$ cat src/rtl/l1_mau_arb.sv
// Shares one MAU port between the L1 I-cache (read only) and L1 D-cache (read/write).
// Round-robin on ties by default; `L1_MAU_ARB_FIXED_PRIO_EN makes the D-side always win ties.
module l1_mau_arb #(
  parameter int ADDR_W = 32,
  parameter int LINE_W = 128
) (
  input  logic              clk,
  input  logic              rst_n,
  input  logic              i_req_val,
  input  logic [ADDR_W-1:0] i_req_addr,
  output logic              i_req_ack,
  output logic [LINE_W-1:0] i_ack_data,
  input  logic              d_req_val,
  input  logic              d_req_cop,
  input  logic [ADDR_W-1:0] d_req_addr,
  input  logic [LINE_W-1:0] d_req_wdata,
  output logic              d_req_ack,
  output logic [LINE_W-1:0] d_ack_data,
  output logic              mem_req_val,
  output logic              mem_req_cop,
  output logic [ADDR_W-1:0] mem_req_addr,
  output logic [LINE_W-1:0] mem_req_wdata,
  input  logic              mem_req_ack,
  input  logic [LINE_W-1:0] mem_ack_data
);

  typedef enum logic [1:0] {IDLE, BUSY_I, BUSY_D} state_t;

  state_t              r_state;
  logic                r_val;
  logic                r_cop;
  logic [ADDR_W-1:0]   r_addr;
  logic [LINE_W-1:0]   r_wdata;
  logic                w_grant_i;
  logic                w_grant_d;
  logic                w_ack_i;
  logic                w_ack_d;

`ifdef L1_MAU_ARB_FIXED_PRIO_EN
  assign w_grant_d = (r_state == IDLE) && d_req_val;
  assign w_grant_i = (r_state == IDLE) && i_req_val && !d_req_val;
`else
  // r_last_d resets to 1 so the I-side wins the first tie
  logic r_last_d;
  assign w_grant_i = (r_state == IDLE) && i_req_val && (!d_req_val || r_last_d);
  assign w_grant_d = (r_state == IDLE) && d_req_val && (!i_req_val || !r_last_d);
`endif

  always_ff @(posedge clk or negedge rst_n) begin
    if (!rst_n) begin
      r_state  <= IDLE;
      r_val    <= 1'b0;
      r_cop    <= 1'b0;
      r_addr   <= '0;
      r_wdata  <= '0;
`ifndef L1_MAU_ARB_FIXED_PRIO_EN
      r_last_d <= 1'b1;
`endif
    end else begin
      case (r_state)
        IDLE: begin
          if (w_grant_i) begin
            r_state  <= BUSY_I;
            r_val    <= 1'b1;
            r_cop    <= 1'b0;
            r_addr   <= i_req_addr;
            r_wdata  <= '0;
`ifndef L1_MAU_ARB_FIXED_PRIO_EN
            r_last_d <= 1'b0;
`endif
          end else if (w_grant_d) begin
            r_state  <= BUSY_D;
            r_val    <= 1'b1;
            r_cop    <= d_req_cop;
            r_addr   <= d_req_addr;
            r_wdata  <= d_req_wdata;
`ifndef L1_MAU_ARB_FIXED_PRIO_EN
            r_last_d <= 1'b1;
`endif
          end
        end
        BUSY_I, BUSY_D: begin
          if (mem_req_ack) begin
            r_state <= IDLE;
            r_val   <= 1'b0;
          end
        end
        default: begin
          r_state <= IDLE;
          r_val   <= 1'b0;
        end
      endcase
    end
  end

  // Acks are combinational off the MAU ack; data is zeroed outside the ack cycle
  assign w_ack_i = (r_state == BUSY_I) && mem_req_ack;
  assign w_ack_d = (r_state == BUSY_D) && mem_req_ack;

  assign i_req_ack     = w_ack_i;
  assign d_req_ack     = w_ack_d;
  assign i_ack_data    = w_ack_i ? mem_ack_data : '0;
  assign d_ack_data    = w_ack_d ? mem_ack_data : '0;
  assign mem_req_val   = r_val;
  assign mem_req_cop   = r_cop;
  assign mem_req_addr  = r_addr;
  assign mem_req_wdata = r_wdata;

`ifndef SYNTHESIS
  logic w_i_wait;
  logic w_d_wait;
  assign w_i_wait = i_req_val && (r_state != BUSY_I) && !w_grant_i;
  assign w_d_wait = d_req_val && (r_state != BUSY_D) && !w_grant_d;

  a_ack_onehot: assert property (@(posedge clk) disable iff (!rst_n)
    !(i_req_ack && d_req_ack));
  a_req_stable: assert property (@(posedge clk) disable iff (!rst_n)
    (mem_req_val && !mem_req_ack) |=> (mem_req_val && $stable(mem_req_cop) &&
      $stable(mem_req_addr) && $stable(mem_req_wdata)));
  a_i_hold: assert property (@(posedge clk) disable iff (!rst_n) w_i_wait |=> i_req_val);
  a_d_hold: assert property (@(posedge clk) disable iff (!rst_n) w_d_wait |=> d_req_val);
`endif

endmodule

$ cat config.mk
export PLATFORM = sky130hd
export DESIGN_NAME = l1_mau_arb
export DESIGN_NICKNAME = d
export VERILOG_FILES = /design/src/rtl/l1_mau_arb.sv
export SDC_FILE = /design/constraint.sdc
export NUM_CORES = 1
export LEC_CHECK = 0
export ABC_AREA = 1
export CORE_AREA = 2 2 289 291
export DETAILED_ROUTE_END_ITERATION = 10
export DIE_AREA = 0 0 291 293
export GPL_TIMING_DRIVEN = 0
export PLACE_DENSITY = 0.34
export SLEW_MARGIN = 25
export SYNTH_ARGS = -nofsm -noshare
export SYNTH_HDL_FRONTEND = slang
export SYNTH_SLANG_ARGS = --single-unit
$ cat constraint.sdc
create_clock -name clk -period 2 [get_ports clk]
set_input_delay 0.5 -clock clk [delete_from_list [all_inputs] [get_ports clk]]
set_output_delay 0.5 -clock clk [all_outputs]
set_load 0.03 [all_outputs]
## After elaboration in Yosys (flattened, before gate mapping)

Index checks and enable logic that the tools add are counted.

| word-level totals | value |
|---|---|
| bits in writable memories | 0 |
| bits in read-only memories | 0 |
| word-level logic and storage cells | 43 |
| register bits after elaboration | 165 |
| memories kept | 0 |
| input bits | 326 |
| output and inout port bits | 420 |
| latch bits | 0 |

| cells by class | value |
|---|---|
| equal/unequal tests | 4 |
| $add $sub $neg | 0 |
| bitwise operators | 0 |
| $lt $le $gt $ge | 0 |
| shift-type cells | 0 |
| muxes and demuxes | 17 |
| div/mod/pow operators | 0 |
| multipliers | 0 |
| reduce and logical (&&, ||, !) cells | 16 |

Operators with widths:

| kind | number |
|---|---|
| $mux W128 | 4 |
| $mux W32 | 2 |
| $logic_and A1 B1 Y1 | 6 |
| $mux W1 | 6 |
| $mux W2 | 3 |
| $pmux W2 S2 | 1 |
| $reduce_and A2 Y1 | 2 |
| $logic_not A1 Y1 | 3 |
| $ne A3 B3 Y1 const B | 1 |
| $eq A2 B1 Y1 const B | 1 |
| $eq A2 B2 Y1 const B | 1 |
| $logic_not A2 Y1 | 1 |
| $logic_or A1 B1 Y1 | 2 |
| $ne A2 B2 Y1 const B | 1 |
| $pmux W1 S2 | 1 |
| $reduce_bool A2 Y1 | 1 |
| $reduce_or A2 Y1 | 1 |

## Longest topological paths before layout

| depth | value |
|---|---|
| depth in word-level cells | 6 |
| depth in mapped cells | 10 |
| mapped depth without buffers | 8 |

## Worst setup path after synthesis

No wires, ideal clock.

| timing | value |
|---|---|
| path type | reg-to-output |
| from | register r_state[0] |
| to | output d_ack_data[118] |
| setup slack | 0.034 ns |
| cell stages (with the launch flop) | 7 |
| arrival time | 1.466 ns |
| path buffers | 2 |
| required time | 1.500 ns |
| cell sequence | dfrtp_1 inv_1 ha_1 nand2_1 clkbuf_1 buf_1 nor2_1 |

| on the way | value |
|---|---|
| cells in the longest elaborated chain, start to end | 3 |

Ends and longest elaborated chain:

| what | line | RTL |
|---|---|---|
| from (decl) | 29 | `state_t r_state;` |
| from (signal assigned) | 51 | `r_state <= IDLE;` |
| from (signal assigned) | 63 | `r_state <= BUSY_I;` |
| from (signal assigned) | 72 | `r_state <= BUSY_D;` |
| $eq A2 B2 Y1 | 98 | `assign w_ack_d = (r_state == BUSY_D) && mem_req_ack;` |
| $logic_and A1 B1 Y1 | 98 |  |
| $mux W128 | 103 | `assign d_ack_data = w_ack_d ? mem_ack_data : '0;` |
| to (decl) | 18 | `output logic [LINE_W-1:0] d_ack_data,` |

No other way between the ends.

## Final worst setup path

| timing | value |
|---|---|
| from | register r_state[0] |
| to | output d_ack_data[20] |

The elaborated chain is that of the path after synthesis.

==> summary.md <==
| Metric | Value |
|---|---|
| CP bufs+invs | 4 |
| Site row count | 105 |
| Outcome | finished, violations left |
| Pin count of the biggest net entering global routing | 77 |
| Pwr Density | around 1300 nW/µm² |
| Max-slew headroom | 56.21% |
| Cells after Synth | 1280 |
| I/O pin count | around 750 |
| Final min period | 2.445 ns |
| Int Pwr | 12300 µW |
| Comb pwr share | 61.5% |
| Syn Std Cell Area | just under 9000 µm² |
| Final slew viol count | 0 |
| Final wirelength | 72100 µm |
| Starting Density | 10.69% |
| Clock Power Share | 14.5% |
| Worst reg-to-reg path cell count | 9 |
| Hold WC Path Type | primary input to async pin |
| Overall Global Routing Usage | 16.42% |
| Failing checks | setup timing |
| Clock Latency Late Sink | 0.48 ns |
| CTS HTree Levels | 4 |
| P_leak | 0.009316 µW |
| Die height | 293 µm |
| First-pass GRT wire length | 97970 µm |
| Clk Tree Root Cell | clkbuf_16 |
| Crit path max fanout | 10 |
| Initial antenna violation count | 62 |
| Longest Clk Path Bufs | 2 |
| Post-Syn Nets | 1609 |
| Switching Share | 48.92% |
| Startpoint types | flop |
| Layout area overhead | 113.1% |
| RSZ-0062 raised after global routing | yes |
| Peak Freq | 408.9 MHz |
| Number of buffers created by CTS | 17 |
| Endpoints failing hold | 0 |
| Worst Max-Slew Pin Slew | around 0.66 ns |
| Die Width | slightly below 300 µm |
| Top Family by Delay on Critical Path | buffers and inverters |
| R2r setup slk | -0.23 ns |
| VDD IR max | 0.6713 mV |
| Sw Pwr | approximately 12000 µW |
| Worst Setup Path Type | flop to output pin |
| CTS Sinks | roughly 170 |
| Register area share after synthesis | 47.20% |
| WL/cell | roughly 23 µm |
| CTS tree | built |
| Drc violations | 0 |
| Part of the cycle the worst path needs | 122.3% |
| Reg-to-Reg End | mem_req_wdata[111]$_DFFE_PN0P_ |
| Vias in the first global route | 11989 |
| Worst stage delay on the critical path | 0.41 ns |
| Crit path max-delay cell type | dfrtp_1 |
| Count of cell types in the netlist | 17 |
| Final setup fails | 504 |
| R2r startpoint | r_state[1]$_DFFE_PN0P_ |
| Mean number of vias per cell | 3.643 |
| MaxCap Viol Count | 0 |
| Gpl congestion | 0.8745 |
| Core area | 81850 µm² |
| Die area | 85260 µm² |
| Global route overflow | 0 |
| Drt first pass iters | 4 |
| CTS clk-pin slew, worst paths | 0.08 ns |
| CP arrival | 1.95 ns |
| Worst setup EP type | output pin |
| Iteration-0 DRC count of the detailed router | roughly 400 |
| Final Total Pwr | ~24000 µW |
| Ratio of cells with drive above 1 in the final layout | 23.69% |
| Sequential power share | about a quarter |
| Mean post-synth cell area | 6.836 µm² |
| Clock Skew | 0.02357 ns |
| Port-buffer cells | 745 |
| WP data required | 1.50 ns |
| Post-route insts no fill | about 3200 |
| Post-route ant nets | 0 |
| Cells after DPL | 3097 |
| Yosys warns | 0 |
| Worst path cell trace | inv_2 -> ha_2 -> nand2_4 -> buf_12 -> clkbuf_8 -> nor2_4 -> buf_6 |
| Flops & latches, synth | 165 |
| Hpwl dp | 62100 µm |
| Net count, final | roughly 2400 |
| Vias | about 11000 |
| Setup ws final | -0.4454 ns |
power by group through the flow:
stage / Clock (µW) / Sequential, µW / Combinational, µW
6_report: 3490 / 5770 / 14800
3_3_place_gp: 0 / 5780 / 14600
5_1_grt: 3760 / 5990 / 15800
2_1_floorplan: 0 / 8810 / 4340
4_1_cts: 3660 / 5780 / 14600
3_5_place_dp: 0 / 5780 / 14600
timing repair:
item / 4_1_cts / 5_1_grt
gates resized for setup: 997 / 929
setup endpoints to repair: 580 / 582
hold buffers: 1 / 0
cloned: 0 / 1
hold endpoints to repair: 22 / 0
buffers inserted: 0 / 3
layer usage:
layer / GRT usage (%) / share of wire [%] / vias to the layer above
met5: 0 / 0.15 / -
met4: 7.254 / 4.3 / 18
met3: 5.446 / 7.5 / 145
met2: 31.98 / 55 / 519
met1: 15.48 / 33 / 5416
li1: - / - / 5376
sequential cells by signal (all words and copies together) (netlist names):
signal,cells
mem_req_val,1
r_state,2
mem_req_addr,32
mem_req_wdata,128
r_last_d,1
mem_req_cop,1
worst max-delay path by stage:
stage,from,end,cells after the start
2_1_floorplan,r_state[0]$_DFFE_PN0P_,d_ack_data[118],6
3_3_place_gp,rst_n,mem_req_addr[16]$_DFFE_PN0P_,1
3_5_place_dp,mem_req_ack,i_ack_data[94],6
4_1_cts,r_state[1]$_DFFE_PN0P_,i_ack_data[63],7
5_1_grt,r_state[0]$_DFFE_PN0P_,d_ack_data[20],7
6_report,r_state[0]$_DFFE_PN0P_,d_ack_data[20],7
per-stage QoR:
| step | setup TNS (ns) | hold WS [ns] | utilization, % | instance area, µm² | worst slack (ns) |
|---|---|---|---|---|---|
| final | -110.36 | 0.4539 | 22.78 | 18640 | -0.4454 |
| after global routing | -180.15 | 0.4555 | 22.76 | 18630 | -0.5185 |
| after CTS | -205.57 | 0.4214 | 22.31 | 18260 | -0.7368 |
| after detailed placement | -443.63 | 0.3554 | 21.51 | 17610 | -1.927 |
| after global placement | -1689.52 | 0.4640 | 21.44 | 17550 | -7.660 |
| after floorplan | 0 | 0.2044 | - | 8750 | 0.03381 |
final cells by class:
| type | instances | area (µm²) |
|---|---|---|
| diodes | 16 | 40.04 |
| plain buffers | 89 | 729.5 |
| clock buffers | 22 | 464.2 |
| clock inverters | 10 | 123.9 |
| fillers | 9183 | 63210 |
| inverters | 199 | 747.0 |
| multi-input cells | 827 | 3885 |
| flip-flops and latches | 165 | 4130 |
| well taps | 1070 | 1339 |
| repair buffers | 752 | 7183 |
Yosys cell counts (all sizes together):
| master | number | share of area [%] |
|---|---|---|
| a21oi | 1 | 0.10 |
| buf | 44 | 3.2 |
| clkbuf | 45 | 1.9 |
| dfrtp | 164 | 47 |
| dfstp | 1 | 0.30 |
| ha | 3 | 0.43 |
| inv | 199 | 8.5 |
| nand2 | 339 | 15 |
| nand3 | 225 | 13 |
| nor2 | 257 | 11 |
| o21ai | 1 | 0.057 |
| o21bai | 1 | 0.086 |
cells by family (layout without fill, tap and decap cells):
family | count (synthesis) | after routing | share of synthesized area, %
simple gates | 821 | 821 | 38.50
buf+inv | 288 | 1072 | 13.63
flops | 165 | 165 | 47.20
fa+ha+maj | 3 | 3 | 0.4290
compound gates | 3 | 3 | 0.2431
other cells | 0 | 16 | 0
cell usage in the layout (no fill, tap or decap), types with 7 or more instances in the layout:
cell / n
diode_2: 16
nor2_2: 85
inv_1: 197
clkbuf_2: 25
nor2_1: 141
nor2_4: 31
clkdlybuf4s50_1: 486
nand3_1: 225
buf_6: 107
buf_2: 34
dfrtp_1: 164
buf_4: 150
clkbuf_1: 22
buf_8: 7
clkbuf_16: 18
nand2_1: 335
Note: power is estimated with default switching activity, not from simulation.
